===== src/rtl/nn_host_regs.sv =====
// Avalon-MM register host that loads input words, launches the inference core, and collects its results.
// Latency: reads return one cycle after the read strobe. The core request is issued one cycle after the START write.
// Backpressure: the request is held until net_in_ready. Results are accepted only in WAIT. The bus never stalls.
//
// Ports:
//   clk, reset            : clock; synchronous active-high reset
//   avs_s0_*              : Avalon-MM slave (word address, fixed read latency 1)
//   net_in/net_in_valid   : request to core; net_in_ready is the core's accept
//   net_out/net_out_valid : single-cycle result pulse from core
//   irq                   : level interrupt, present only when NN_HOST_IRQ_EN is defined
//
// Address map: 0 CTRL (wo: bit0 START, bit1 CLR), 1 STATUS (bit0 busy, bit1 done,
// bit2 timeout, [31:16] run_count), 2.. inputs (rw), then results (ro), then
// IRQ_MASK (NN_HOST_IRQ_EN only). STATUS layout assumes DATA_W >= 32.
module nn_host_regs #(
   parameter int DATA_W  = 32,
   parameter int NUM_IN  = 2,
   parameter int NUM_OUT = 1,
   parameter int ADDR_W  = 4,
   parameter int TIMEOUT = 1024
) (
   input  logic                      clk,
   input  logic                      reset,
   input  logic [ADDR_W-1:0]         avs_s0_address,
   input  logic                      avs_s0_read,
   input  logic                      avs_s0_write,
   input  logic [DATA_W-1:0]         avs_s0_writedata,
   output logic [DATA_W-1:0]         avs_s0_readdata,
   output logic                      avs_s0_readdatavalid,
   output logic [NUM_IN*DATA_W-1:0]  net_in,
   output logic                      net_in_valid,
   input  logic                      net_in_ready,
   input  logic [NUM_OUT*DATA_W-1:0] net_out,
   input  logic                      net_out_valid
`ifdef NN_HOST_IRQ_EN
   ,
   output logic                      irq
`endif
);

   localparam int TMR_W    = $clog2(TIMEOUT);
   localparam int RES_BASE = 2 + NUM_IN;
   localparam int MASK_ADR = 2 + NUM_IN + NUM_OUT;

   typedef enum logic [1:0] {
      S_IDLE  = 2'd0,
      S_ISSUE = 2'd1,
      S_WAIT  = 2'd2
   } state_t;

   state_t              state;
   logic [DATA_W-1:0]   in_regs  [NUM_IN];
   logic [DATA_W-1:0]   res_regs [NUM_OUT];
   logic                done;
   logic                timeout;
   logic [15:0]         run_count;
   logic [TMR_W-1:0]    timer;
   logic [DATA_W-1:0]   rd_mux;
   logic [31:0]         addr_i;
   logic                busy;
   logic                idle;
   logic                start_cmd;
   logic                clr_cmd;
   logic                res_evt;
   logic                to_evt;

   // Widened address so that a register index equal to 2**ADDR_W can never
   // alias a low address after truncation.
   assign addr_i    = 32'(avs_s0_address);
   assign busy      = (state != S_IDLE);
   assign idle      = !busy;
   assign start_cmd = avs_s0_write && (addr_i == 32'd0) && avs_s0_writedata[0];
   assign clr_cmd   = avs_s0_write && (addr_i == 32'd0) && avs_s0_writedata[1];

   // A result arriving on the last timer cycle takes precedence over the timeout.
   assign res_evt = (state == S_WAIT) && net_out_valid;
   assign to_evt  = (state == S_WAIT) && !net_out_valid && (timer == TMR_W'(TIMEOUT - 1));

   genvar g;
   generate
      for (g = 0; g < NUM_IN; g++) begin : g_net_in
         assign net_in[g*DATA_W +: DATA_W] = in_regs[g];
      end
   endgenerate

`ifdef NN_HOST_IRQ_EN
   logic irq_pending;
   logic irq_mask;

   always_ff @(posedge clk) begin
      if (reset) begin
         irq_pending <= 1'b0;
         irq_mask    <= 1'b0;
         irq         <= 1'b0;
      end else begin
         if (res_evt || to_evt) begin
            irq_pending <= 1'b1;
         end else if (idle && (start_cmd || clr_cmd)) begin
            irq_pending <= 1'b0;
         end
         if (avs_s0_write && (addr_i == 32'(MASK_ADR))) begin
            irq_mask <= avs_s0_writedata[0];
         end
         irq <= irq_pending && irq_mask;
      end
   end
`endif

   // Read mux uses current register values, so a same-cycle write is not
   // visible to the read it collides with.
   always_comb begin
      rd_mux = '0;
      if (addr_i == 32'd1) begin
         rd_mux[0]     = busy;
         rd_mux[1]     = done;
         rd_mux[2]     = timeout;
         rd_mux[31:16] = run_count;
      end
      for (int k = 0; k < NUM_IN; k++) begin
         if (addr_i == 32'(2 + k)) begin
            rd_mux = in_regs[k];
         end
      end
      for (int k = 0; k < NUM_OUT; k++) begin
         if (addr_i == 32'(RES_BASE + k)) begin
            rd_mux = res_regs[k];
         end
      end
`ifdef NN_HOST_IRQ_EN
      if (addr_i == 32'(MASK_ADR)) begin
         rd_mux    = '0;
         rd_mux[0] = irq_mask;
      end
`endif
   end

   always_ff @(posedge clk) begin
      if (reset) begin
         state                <= S_IDLE;
         net_in_valid         <= 1'b0;
         done                 <= 1'b0;
         timeout              <= 1'b0;
         run_count            <= '0;
         timer                <= '0;
         avs_s0_readdata      <= '0;
         avs_s0_readdatavalid <= 1'b0;
         for (int k = 0; k < NUM_IN; k++) begin
            in_regs[k] <= '0;
         end
         for (int k = 0; k < NUM_OUT; k++) begin
            res_regs[k] <= '0;
         end
      end else begin
         avs_s0_readdatavalid <= avs_s0_read;
         avs_s0_readdata      <= avs_s0_read ? rd_mux : '0;

         // Inputs are frozen while busy so the request vector cannot change mid-run.
         if (avs_s0_write && idle) begin
            for (int k = 0; k < NUM_IN; k++) begin
               if (addr_i == 32'(2 + k)) begin
                  in_regs[k] <= avs_s0_writedata;
               end
            end
         end

         case (state)
            S_IDLE: begin
               if (start_cmd || clr_cmd) begin
                  done    <= 1'b0;
                  timeout <= 1'b0;
               end
               if (start_cmd) begin
                  state        <= S_ISSUE;
                  net_in_valid <= 1'b1;
               end
            end
            S_ISSUE: begin
               if (net_in_ready) begin
                  state        <= S_WAIT;
                  net_in_valid <= 1'b0;
                  timer        <= '0;
               end
            end
            S_WAIT: begin
               if (res_evt) begin
                  for (int k = 0; k < NUM_OUT; k++) begin
                     res_regs[k] <= net_out[k*DATA_W +: DATA_W];
                  end
                  done      <= 1'b1;
                  run_count <= run_count + 16'd1;
                  state     <= S_IDLE;
               end else if (to_evt) begin
                  timeout <= 1'b1;
                  state   <= S_IDLE;
               end else begin
                  timer <= timer + TMR_W'(1);
               end
            end
            default: begin
               state        <= S_IDLE;
               net_in_valid <= 1'b0;
            end
         endcase
      end
   end

endmodule


===== config.mk =====
export PLATFORM = sky130hd
export DESIGN_NAME = nn_host_regs
export DESIGN_NICKNAME = d
export VERILOG_FILES = /design/src/rtl/nn_host_regs.sv
export SDC_FILE = /design/constraint.sdc
export NUM_CORES = 1
export LEC_CHECK = 0
export BUFFER_PORTS_ARGS = -buffer_cell sky130_fd_sc_hd__buf_4
export CAP_MARGIN = 20
export CORE_MARGIN = 2
export CORE_UTILIZATION = 24
export CTS_CLUSTER_DIAMETER = 120
export DETAILED_ROUTE_END_ITERATION = 10
export PLACE_DENSITY = 0.43
export SLEW_MARGIN = 20
export SYNTH_ARGS = -nofsm -noshare
export SYNTH_HDL_FRONTEND = slang
export SYNTH_SLANG_ARGS = --single-unit

===== constraint.sdc =====
create_clock -name clk -period 4.2 [get_ports clk]
set_clock_uncertainty 0.2 [all_clocks]
set_input_delay 0.42 -clock clk [delete_from_list [all_inputs] [get_ports clk]]
set_output_delay 0.42 -clock clk [all_outputs]
set_load 0.03 [all_outputs]

* Word level (Yosys, flattened, before mapping)
Memories as Yosys holds them, arrays and structs flattened. Index checks and enable logic that the tools add are counted.
Storage, ports and cells: bits in registers 64, RAM bits 96, input port bits 74, output and inout port bits 98, word-level logic and storage cells 95, memories kept 2
Cells by class: add/sub/neg operators 2, eq/ne operators 15, muxes and demuxes 41, bitwise operators 4, reduce and logical (&&, ||, !) cells 23
Memory list:
- in_regs | words 2, bits a word 32, read ports 2, clocked after Yosys merged registers in 0, write ports 2, line 52 | logic [DATA_W-1:0] in_regs [NUM_IN];
- res_regs | words 1, bits a word 32, read ports 1, clocked after Yosys merged registers in 0, write ports 1, line 53 | logic [DATA_W-1:0] res_regs [NUM_OUT];
Operators with widths (number):
- $mux 32 | 6
- $logic_not 32->1 | 1
- $reduce_or 32->1 | 1
- $mux 10 | 3
- $mux 1 | 21
- $pmux 10 s2 | 1
- $add 16x1->16 const B | 1
- $mux 16 | 1
- $ne 2x2->1 const B | 7
- $add 10x1->10 const B | 1
- $eq 10x10->1 const B | 1
- $reduce_and 3->1 | 3
- $eq 4x2->1 const B | 2
- $mux 2 | 4
- $reduce_and 4->1 | 2
- $logic_and 1x1->1 | 7
- $pmux 2 s3 | 1
- $reduce_bool 2->1 | 3
- $eq 4x1->1 const B | 1
- $eq 4x3->1 const B | 1
- $pmux 1 s2 | 2
- $mux 3 | 1
- $ne 3x3->1 const B | 1
- $pmux 1 s3 | 1
- 9 further kinds | 12

* Depth between registers and ports, before layout
depth after elaboration 8, gate-level depth with buffers 7, mapped depth without buffers 5

* Least setup slack after synthesis
OpenSTA, ideal clock, no wires.
path kind input -> register, start input avs_s0_address[0], end memory in_regs[0][0], enable pin, setup time 428 ps, arrival 2525 ps, required time 3572 ps, setup slack 1047 ps, stages 4, buffers on the path 3, cell sequence buf_2 buf_2 clkbuf_1 o21bai_1
RTL lines:
- start, declared | line 24 | input logic [ADDR_W-1:0] avs_s0_address,
- end, declared | line 52

==> results.yml <==
floorplanning:
  ioPinCount: 172
  rows: 59
  die-area_um2: 28100
  die_width_um: 167
  core-area_um2: 26100
  die_y_um: 167
  initial_utilization_pct: 24.5
detailed_routing:
  routedWlPerCell_um: 18.8
  vias_per_cell: 4.55
  wl_met1_mm: 8.77
  wl_met3_um: 896
  dr.pass1.iters: 7
  detail-route-antenna-nets: 0
  num_vias: 4765
  drtIter0Drc: 348
  drc_errors: 3
  wl_mm: 19.7
  wl_met2_mm: 9.65
  top_layer_used: "met5"
place:
  gp_congestion: 0.743
  place_inst: 1015
  hpwl_mm: 13.5
  port_buffers: 171
clock_network:
  clockBufferDepth: 2
  worstSkewPairLatency_ns: 0.42
  clkTransAtPathRegs_ns: 0.07
  cts_hold_buf: 0
  tritoncts: "built"
  cts_sinks: 160
  cts_setup_buffers: 0
  cts_resized: 0
  cts_root_buffer: "clkbuf_16"
  htreeDepth: 4
  numCtsBuffers: 17
synth:
  synth_flop_cell: "edfxtp_1"
  yosysUniqueCellTypes: 49
  syn_inst: 534
  synth-seq-area-share_pct: 64.9
  synth_nets: 610
  synth_edf_count: 96
  postSynth.asyncResetShare_pct: 0
  ys_warn_count: 0
  syn_area_per_cell_um2: 12.0
  netlist_area_um2: 6410
  synth-seq-cells: 160
worst_setup_path:
  required_ns: 4.12
  slowest_delay_ns: 0.56
  crit_arrival_ns: 2.30
  start_kind: "register"
  cp_slowest_cell: "o21bai_4"
  crit_start: "state[0]$_SDFFE_PP0P_"
  cp_max_fo: 17
  critPathCaptureType: "register"
  r2r_start: "state[0]$_SDFFE_PP0P_"
  path_class: "reg -> reg"
  cp_cell_sequence: "nor3b_1 > nand2_1 > o21bai_4 > buf_16"
cells_and_area:
  utilization_pct: 33.1
  drive_gt1_share_pct: 33.5
  n_antenna_cell: 0
  area_growth_pct: 34.8
  final_cells: 1048
  fin_nets: 776
  fillers: 2703
grt:
  grt_pass1_vias: 5041
  gr-total-overflow: 0
  grt_max_degree: 42
  grt_pass1_wl_mm: 29.3
  antenna_found_initial: 1
  track_usage_pct: 14.0
pwr:
  power_uw: 3590
  power_density_nw_per_um2: 416
  vdd_drop_max_mv: 0.242
  power.leakage_uw: 0.00335
  power.share.clock_pct: 41.9
  pwr-share-seq_pct: 48.9
  p_int_uw: 2680
  power_switching_uw: 911
  switching_share_pct: 25.3
  combPwrFrac_pct: 9.2
job:
  drv_cap: 0
hold_path:
  hp-start: "net_out[28]"
  hold_path_class: "in -> reg"
sta:
  report.final.setup_viol: 0
  drv_slew: 0
  final.min_clock_period_ns: 2.38
  rsz0062_at_grt: "no"
  tightest_slew_ns: 1.06
  finalHoldViolations: 0
  max_freq_mhz: 420
  finalCritPeriodShare_pct: 56.6
  setup_tns_ns: 0
  slew_headroom_pct: 28.9
status:
  run_status: "complete, but fails checks"
  violations: "design-rule violations"
==> critical path: cells and delay by family, from the launching register on <==
kind / cells / cell delay (ns)
flip-flops: 1 / 0.41
AO/OA/AOI/OAI: 1 / 0.56
buffers and inverters: 1 / 0.25
AND/OR/NAND/NOR: 2 / 0.67
==> power groups by stage <==
stage	registers [µW]	clock network, µW	logic [µW]
2_1_floorplan	1870	0	74.5
3_3_place_gp	1790	0	329
3_5_place_dp	1790	0	329
4_1_cts	1760	1550	330
5_1_grt	1760	1610	349
6_report	1760	1510	329
==> per-layer routing <==
layer | GRT usage, % | vias to the layer above
met5 | 0 | -
met4 | 4.91 | 2
met3 | 3.36 | 21
met2 | 23.2 | 129
met1 | 17.9 | 2344
li1 | - | 2269
==> cell families after synthesis <==
family / count (synthesis) / share of synthesized area, %
AOI/OAI and AO/OA: 82 / 8.68
xor gates and xnor gates: 12 / 1.64
adders and majority gates: 2 / 0.390
buffers and inverters: 37 / 2.65
DFF: 160 / 64.9
muxes: 15 / 2.63
and+or+nand+nor: 226 / 19.1
==> area by class of cell <==
class | count | area [µm²] | area share, %
Timing Repair Buffer | 176 | 1340 | 15.5
Inverter | 8 | 30.0 | 0.347
Clock buffer | 17 | 425 | 4.92
Sequential cell | 160 | 4160 | 48.1
Clock inverter | 15 | 150 | 1.74
Multi-Input combinational cell | 337 | 2120 | 24.5
Tap cell | 335 | 419 | 4.85
==> cells in the final DEF, fill, tap and decap left out, types with 2 or more instances in the layout <==
cell type   netlist  routed
ha_1              2       2
nor2_2            0       2
a22oi_1          13      13
and4_1            2       2
o41ai_1          18      18
a21oi_1          31      31
nand2_1          31      31
o211ai_1          2       2
and3_1            3       3
nand3_1          10      10
mux2_2           15      15
nand3b_1          2       2
or4_1             7       7
nand4_1           7       7
edfxtp_1         96      96
xnor2_1           2       2
inv_6             0       5
inv_8             0       2
clkbuf_16         0      17
nor3_1            6       6
dfxtp_1          64      64
inv_1             8       8
clkinvlp_4        0       3
or2_2             2       2
clkinv_4          0       3
nor2_1           72      70
and2_1           66      66
or3_1             4       4
buf_4             3     175
o21ai_0           4       4
o31ai_1           7       7
xor2_1           10      10
==> flip-flops by register name, indices dropped and copies added, names as in the netlist <==
signal and flops:
timeout 1, run_count 16, done 1, res_regs 32
in_regs 64, state 2, avs_s0_readdata 32, timer 10
avs_s0_readdatavalid 1, net_in_valid 1
==> path summary, 6_finish.rpt <==
path / end / slack, ns / depth (start not counted)
hold reg to reg: avs_s0_readdata[20]$_SDFF_PP0_ / 0.24 / 2
hold / removal: res_regs[0][28]$_SDFFCE_PN0P_ / 0.08 / 2
setup reg to reg: in_regs[0][23]$_DFFE_PP_ / 1.82 / 4
setup / recovery: in_regs[0][23]$_DFFE_PP_ / 1.82 / 4
==> per-stage QoR <==
stage / area (µm²) / hold WS, ns / setup slack, ns
after floorplan: 6410 / 0.212 / 1.05
after global placement: 8040 / 0.214 / 1.21
after detailed placement: 8040 / 0.227 / 1.16
after CTS: 8610 / 0.0608 / 1.58
after global routing: 8650 / 0.0631 / 1.63
final: 8650 / 0.0761 / 1.82
==> cell usage after synthesis (4+ instances only) <==
cell	number	share of area (%)
dfxtp_1	64	20
o31ai_1	7	0.82
a22oi_1	13	1.5
a21oi_1	31	2.4
o41ai_1	18	2.5
clkbuf_1	20	1.2
and2_1	66	6.4
or4_1	7	0.82
xor2_1	10	1.4
inv_1	8	0.47
nand4_1	7	0.68
nand3_1	10	0.78
buf_2	4	0.31
mux2_2	15	2.6
edfxtp_1	96	45
nor3_1	6	0.47
nor2_1	72	4.2
or3_1	4	0.39
nand2_1	31	1.8
o21ai_0	4	0.31
Note: power is estimated with default switching activity, not from simulation.
